## src/rtl/mult_seq.sv

```systemverilog
// mult_seq: sequential multiply-accumulate over one window of TAPS
// pixel/coefficient pairs. A single shared 16x16 multiplier is used for
// every tap, and the window sum is handed out through a valid/ready port.
//
// Optional feature macro: MULT_PIPE_EN
//   undefined : each product is added on the same edge that accepts its pair.
//   defined   : the multiplier output is registered first and added one cycle
//               later. The DRAIN state adds the final registered product, so
//               out_valid arrives one cycle later than in the default build.

// 16x16 unsigned multiplier shared by all taps of a window
module mult16 (
    input  logic [15:0] a,
    input  logic [15:0] b,
    output logic [31:0] p
);
    assign p = 32'(a) * 32'(b);
endmodule

module mult_seq #(
    parameter int TAPS  = 9,
    parameter int ACC_W = 36
) (
    input  logic             clk,
    input  logic             rst_n,
    input  logic             start,
    output logic             busy,
    input  logic             in_valid,
    output logic             in_ready,
    input  logic [15:0]      in_pix,
    input  logic [15:0]      in_coef,
    output logic             out_valid,
    input  logic             out_ready,
    output logic [ACC_W-1:0] out_acc,
    output logic [3:0]       tap_cnt
);
    localparam logic [1:0] IDLE  = 2'd0;
    localparam logic [1:0] ACCUM = 2'd1;
    localparam logic [1:0] DRAIN = 2'd2;
    localparam logic [1:0] DONE  = 2'd3;

    logic [1:0]       state;
    logic [ACC_W-1:0] acc;
    logic [3:0]       cnt;
    logic [31:0]      prod;
    logic             accept;
    logic             last;

    mult16 u_mult (.a(in_pix), .b(in_coef), .p(prod));

    assign accept    = in_valid && (state == ACCUM);
    assign last      = accept && (cnt == 4'(TAPS - 1));
    assign busy      = (state != IDLE);
    assign in_ready  = (state == ACCUM);
    assign out_valid = (state == DONE);
    assign out_acc   = acc;
    assign tap_cnt   = cnt;

`ifdef MULT_PIPE_EN
    logic [31:0] prod_q;
    logic        prod_v;

    // Capture each accepted product; prod_v marks it as waiting to be added
    always_ff @(posedge clk or negedge rst_n) begin
        if (!rst_n) begin
            prod_q <= '0;
            prod_v <= 1'b0;
        end else begin
            prod_v <= accept;
            if (accept)
                prod_q <= prod;
        end
    end
`endif

    // Window control FSM and accumulator
    always_ff @(posedge clk or negedge rst_n) begin
        if (!rst_n) begin
            state <= IDLE;
            acc   <= '0;
            cnt   <= '0;
        end else begin
            case (state)
                IDLE: begin
                    if (start) begin
                        state <= ACCUM;
                        acc   <= '0;
                        cnt   <= '0;
                    end
                end
                ACCUM: begin
`ifdef MULT_PIPE_EN
                    // Product of the previous accept lands one cycle late
                    if (prod_v)
                        acc <= acc + ACC_W'(prod_q);
`else
                    if (accept)
                        acc <= acc + ACC_W'(prod);
`endif
                    if (accept) begin
                        cnt <= cnt + 4'd1;
`ifdef MULT_PIPE_EN
                        if (last) state <= DRAIN;
`else
                        if (last) state <= DONE;
`endif
                    end
                end
                DRAIN: begin
`ifdef MULT_PIPE_EN
                    if (prod_v)
                        acc <= acc + ACC_W'(prod_q);
`endif
                    state <= DONE;
                end
                DONE: begin
                    if (out_ready) begin
                        if (start) begin
                            state <= ACCUM;
                            acc   <= '0;
                            cnt   <= '0;
                        end else begin
                            state <= IDLE;
                        end
                    end
                end
                default: state <= IDLE;
            endcase
        end
    end
endmodule

```

## config.mk

```make
export PLATFORM = sky130hd
export DESIGN_NAME = mult_seq
export DESIGN_NICKNAME = d
export VERILOG_FILES = /design/src/rtl/mult_seq.sv
export SDC_FILE = /design/constraint.sdc
export NUM_CORES = 1
export LEC_CHECK = 0
export BUFFER_PORTS_ARGS = -buffer_cell sky130_fd_sc_hd__buf_2
export CAP_MARGIN = 20
export CORE_ASPECT_RATIO = 0.8
export CORE_UTILIZATION = 44
export CTS_CLUSTER_SIZE = 25
export DETAILED_ROUTE_END_ITERATION = 8
export RECOVER_POWER = 100
export SYNTH_ARGS = -nofsm -noshare
export SYNTH_HDL_FRONTEND = slang
export SYNTH_SLANG_ARGS = --single-unit
export TNS_END_PERCENT = 100
```

## constraint.sdc

```tcl
create_clock -name clk -period 7.4 [get_ports clk]
set_clock_uncertainty 0.05 [all_clocks]
set_input_delay 0.37 -clock clk [delete_from_list [all_inputs] [get_ports clk]]
set_output_delay 0.37 -clock clk [all_outputs]
set_load 0.1 [all_outputs]
```

# --- Word-level counts from Yosys, hierarchy flattened ---
# Index checks and enable logic that the tools add are counted.
totals:
  out_inout_bits: 43
  mem_bits_rw: 0
  romBits: 0
  in_bits: 37
  register_bits: 42
  mem_count: 0
  latchBits: 0
op_classes:
  n_eq_ne: 8
  div: 0
  n_shift: 0
  n_bitwise: 0
  mul: 1
  magnitude_cmp: 0
  n_reduce_logical: 7
  muxes: 14
  addsub: 2
ops:
  columns: ["op", "count"]
  rows:
  - ["2-to-1 mux 36 bit", 3]
  - ["case mux 36 bit (3 select lines)", 1]
  - ["adder 36 x 32 -> 36 bit", 1]
  - ["multiplier 16 x 16 -> 32 bit", 1]
  - ["2-to-1 mux 4 bit", 3]
  - ["case mux 4 bit (3 select lines)", 1]
  - ["2-to-1 mux 2 bit", 4]
  - ["case mux 2 bit (4 select lines)", 1]
  - ["inequality test 2 x 1 -> 1 bit (second input constant)", 3]
  - ["adder 4 x 1 -> 4 bit (second input constant)", 1]
  - ["== test 2 bit (second input constant)", 2]
  - ["== test 4 bit (second input constant)", 1]
  - ["AND reduction 4 bit", 1]
  - ["AND reduction 3 bit", 1]
  - ["nonzero test 3 bit", 1]
  - ["== test 2 x 1 -> 1 bit (second input constant)", 1]
  - ["logical AND 1 bit", 2]
  - ["zero test 2 bit", 1]
  - ["inequality test 2 bit (second input constant)", 1]
  - ["nonzero test 2 bit", 1]
  - ["2-to-1 mux 1 bit", 1]

# --- Depth between registers and ports, before layout ---
depth:
  ltp_word: 6
  depth_mapped: 23

# --- Cells and area by module ---
# A second synthesis with hierarchy kept.
hier_totals:
  hier_cells: 1457
  hier_area_um2: 12340.6
by_module_without_submodules:
  columns: ["module", "area_each_um2", "n_inst", "cells_each"]
  rows:
  - ["mult16", 8714.6, 1, 1021]
  - ["mult_seq", 3626.0, 1, 436]

# --- Worst setup path after synthesis ---
# No wires, ideal clock.
synth_path:
  kind: "input to register"
  start: "input port in_coef[7]"
  end: "register acc[33], in the netlist out_acc[33]"
  t_arrival_ns: 5.669
  setup_ns: 0.123
  setup_slack_ns: 1.558
  stages: 22
  t_required_ns: 7.227
  cell_sequence: "clkbuf_1 -> nand2_1 -> fa_1 -> inv_1 -> fa_1 -> inv_1 -> fa_1 -> inv_1 -> fa_1 -> fa_1 -> inv_1 -> fa_1 -> inv_1 -> ha_1 -> buf_2 -> a21oi_1 -> o21a_1 -> a211o_1 -> a211oi_2 -> o2111a_1 -> o21ai_0 -> a32o_1"
synth_between:
  elab_chain_cells: 4
synth_rtl:
  columns: ["item", "line_no", "text"]
  rows:
  - ["from (decl)", "31", "input logic [15:0] in_coef,"]
  - ["multiplier 16 x 16 -> 32 bit", "17", "assign p = 32'(a) * 32'(b);"]
  - ["adder 36 x 32 -> 36 bit", "98", "acc <= acc + ACC_W'(prod);"]
  - ["2-to-1 mux 36 bit", "97", "if (accept)"]
  - ["case mux 36 bit (3 select lines)", "83", "case (state)"]
  - ["to (signal assigned)", "98", null]
  - ["to (decl)", "43", "logic [ACC_W-1:0] acc;"]
# Every way passes these cells. The select of a mux whose other input is x is not followed.
# A chain may end at the register's enable or synchronous reset.

# --- Final worst setup path ---
layout_path:
  start: "input port in_pix[1]"
  end: "register acc[33], in the netlist out_acc[33]"
layout_between:
  elab_chain_cells: 4
layout_rtl:
  columns: ["item", "line_no", "text"]
  rows:
  - ["from (decl)", "30", "input logic [15:0] in_pix,"]
  - ["multiplier 16 x 16 -> 32 bit", "17", null]
  - ["adder 36 x 32 -> 36 bit", "98", null]
  - ["2-to-1 mux 36 bit", "97", null]
  - ["case mux 36 bit (3 select lines)", "83", null]
# Every way passes these cells. The select of a mux whose other input is x is not followed.

==> metrics.yaml <==
ys_ff_latch: 42
slowest_stage: "clkbuf_1"
tightest_slew_ns: 1.949
report.final.slew_viol_count: 34
clockRootBuffer: "clkbuf_16"
synthArstFlopShare: 1.000
grt_pass1_wl_um: 47640
min_path_type: "input port to flop"
dieWidth_um: 183.7
synth_top_area_share: 0.3894
clock-sinks: 42
finalSetupViolCount: 0
wl_per_cell_um: 16.37
clk_pin_slew_ns: 0.06
grtUsageTotal: 0.2235
grt_max_degree: 43
syn-num-nets: 1715
num_antenna_cells: 0
avgSynthCellArea_sq_um: 8.704
multi_input_area_sq_um: 9039
fmax_mhz: 157.0
drv_cap: 1
drt-pass1-iter-count: 5
synth_ff_type: "dfrtp_1"
synth_area_leaders: "fa_1, ha_1, inv_1, dfrtp_1, and2_1"
numCtsBuffers: 5
area_growth_pct: 6.386
die_h_um: 147.4
drc: 0
synth_top_area_cell: "fa_1"
r2r_slack_ns: 2.30
ys.warnings.count: 0
synth_common_cells: "inv_1, fa_1, nand2_1"
grt-ovfl-total: 0
cpLargestDelayFamily: "adder cells"
end_kind: "flop"
first_iter_violations: 450
via_count: 8816
synth.most_common_cell: "inv_1"
cpPeakStageDelay_ns: 0.71
route.antenna.remaining_nets: 0
pin_count: 80
cp_data_required_time_ns: 7.53
cpMostUsedCell: "fa_1"
num_rows: 52
period_share: 0.8605
cp.arrival_ns: 6.49
cts_resized: 0
initial_utilization: 0.4533
path_class: "input port to flop"
crit_chain: "clkbuf_1 > nand2_1 > fa_1 > fa_1 > inv_1 > fa_1 > fa_1 > fa_1 > inv_1 > fa_1 > inv_1 > ha_1 > nand2_1 > o21a_1 > a211o_1 > a211oi_1 > o2111a_1 > o21ai_0 > a32o_1"
clock_latency_ns: 0.29
hold_path_end: "state[0]"
tns_ns: 0
hold_viol_final: 0
synth-edff-count: 0
hpwlAfterDp_um: 23770
grt_pass1_vias: 9246
routed_wl_um: 28280
cp-start-kind: "input port"
antenna_found_initial: 0
place.gp.congestion: 0.8533
rr_startpoint: "out_acc[14]"
drive_gt1_frac: 0.03343
die_area_sq_um: 27070
yosysSeqAreaShare: 0.09045
reg2reg_depth: 16
cts_tree: "done"
reg2reg_to: "out_acc[33]"
crit_fanout: 16
htree_levels: 2
via_per_inst: 5.105
path_buf_inv: 4
core_sq_um: 25630
hold_start: "start"
io_buffers: 79
rsz0062_at_grt: "no"
synth.distinct_cells: 60
nets: 1755
whs_path_depth: 3
cts_buffer_depth: 2
final.min_clock_period_ns: 6.368
outcome: "finished with violations"
seq_area_sq_um: 1051
synthCells: 1335
num-fill-cells: 2588
relSlewSlack: -0.2995
violations: "max-capacitance violations, max-slew violations"
syn-cell-area_sq_um: 11620
worst min-delay path, cell delays in order:
cell	delay (ns)
buf_2	0.10
a211oi_1	0.07
a21oi_1	0.13
area by class of cell:
| cell class | instances | area share |
|---|---|---|
| Inverter | 349 | 0.1060 |
| Clock buffer | 7 | 0.01154 |
| Clock inverter | 1 | 0.0004049 |
| Sequential cell | 42 | 0.08502 |
| Multi-Input combinational cell | 893 | 0.7312 |
| Tap cell | 351 | 0.03553 |
| Timing Repair Buffer | 84 | 0.03036 |
kinds of logic after synthesis:
kind of cell / count (synthesis) / share of synthesized area
flops: 42 / 0.09045
simple gates: 371 / 0.1542
fa+ha+maj: 343 / 0.5153
mux: 3 / 0.002584
buf+inv: 400 / 0.1302
compound gates: 153 / 0.08991
xor+xnor: 23 / 0.01734
layer usage:
layer / track usage / routed length (um) / vias up
met1: 0.3171 / 13120 / 4492
met4: 0.03458 / 344 / 0
met5: 0 / 0 / -
met2: 0.3716 / 13660 / 200
li1: - / - / 4097
met3: 0.02876 / 1147 / 27
sequential cells by signal, summed over array words and instances (netlist names):
register / cells
state: 2
out_acc: 36
tap_cnt: 4
stage by stage:
step	instances	hold slack (ns)	cell area (sq um)	setup slack (ns)	utilization
after floorplan	1335	0.02441	11620	1.558	-
after global placement	1716	0.4474	12270	1.184	0.4788
after detailed placement	1716	0.4438	12270	1.107	0.4788
after CTS	1724	0.2543	12420	1.404	0.4845
after global routing	1727	0.4392	12360	0.7204	0.4822
final	1727	0.3836	12360	1.032	0.4822
placed cells by master, fill, tap and decap left out, drive strengths merged, types with 3 or more instances in the layout:
| cell | instances |
|---|---|
| a211o | 6 |
| a211oi | 5 |
| a21o | 15 |
| a21oi | 39 |
| a22oi | 3 |
| a311o | 3 |
| and2 | 122 |
| and3 | 5 |
| buf | 35 |
| clkbuf | 55 |
| dfrtp | 42 |
| fa | 226 |
| ha | 117 |
| inv | 349 |
| mux2i | 3 |
| nand2 | 187 |
| nand3 | 15 |
| nand4 | 4 |
| nor2 | 20 |
| nor3 | 5 |
| o211ai | 3 |
| o21a | 5 |
| o21ai | 30 |
| o21bai | 5 |
| o221ai | 4 |
| o22ai | 13 |
| o311ai | 4 |
| o31ai | 3 |
| or3 | 4 |
| xnor2 | 12 |
| xor2 | 11 |
timing repair:
item                                   in CTS  in global routing
endpoints found under the hold margin       0                  9
hold buffers                                0                  1
buffers inserted                            0                  0
worst max-delay path by stage:
stage	endpoint	slack, ns	startpoint	cells past startpoint
6_report	out_acc[33]	1.03	in_pix[1]	19
5_1_grt	out_acc[33]	0.72	in_pix[1]	21
3_3_place_gp	out_acc[33]	1.18	in_coef[7]	21
3_5_place_dp	out_acc[30]	1.11	in_pix[10]	19
4_1_cts	out_acc[30]	1.40	in_pix[10]	19
2_1_floorplan	out_acc[33]	1.56	in_coef[7]	22
Power is left out: the tool's default activity adds up to more than one toggle a clock period on the data nets, which glitch-free logic cannot reach.
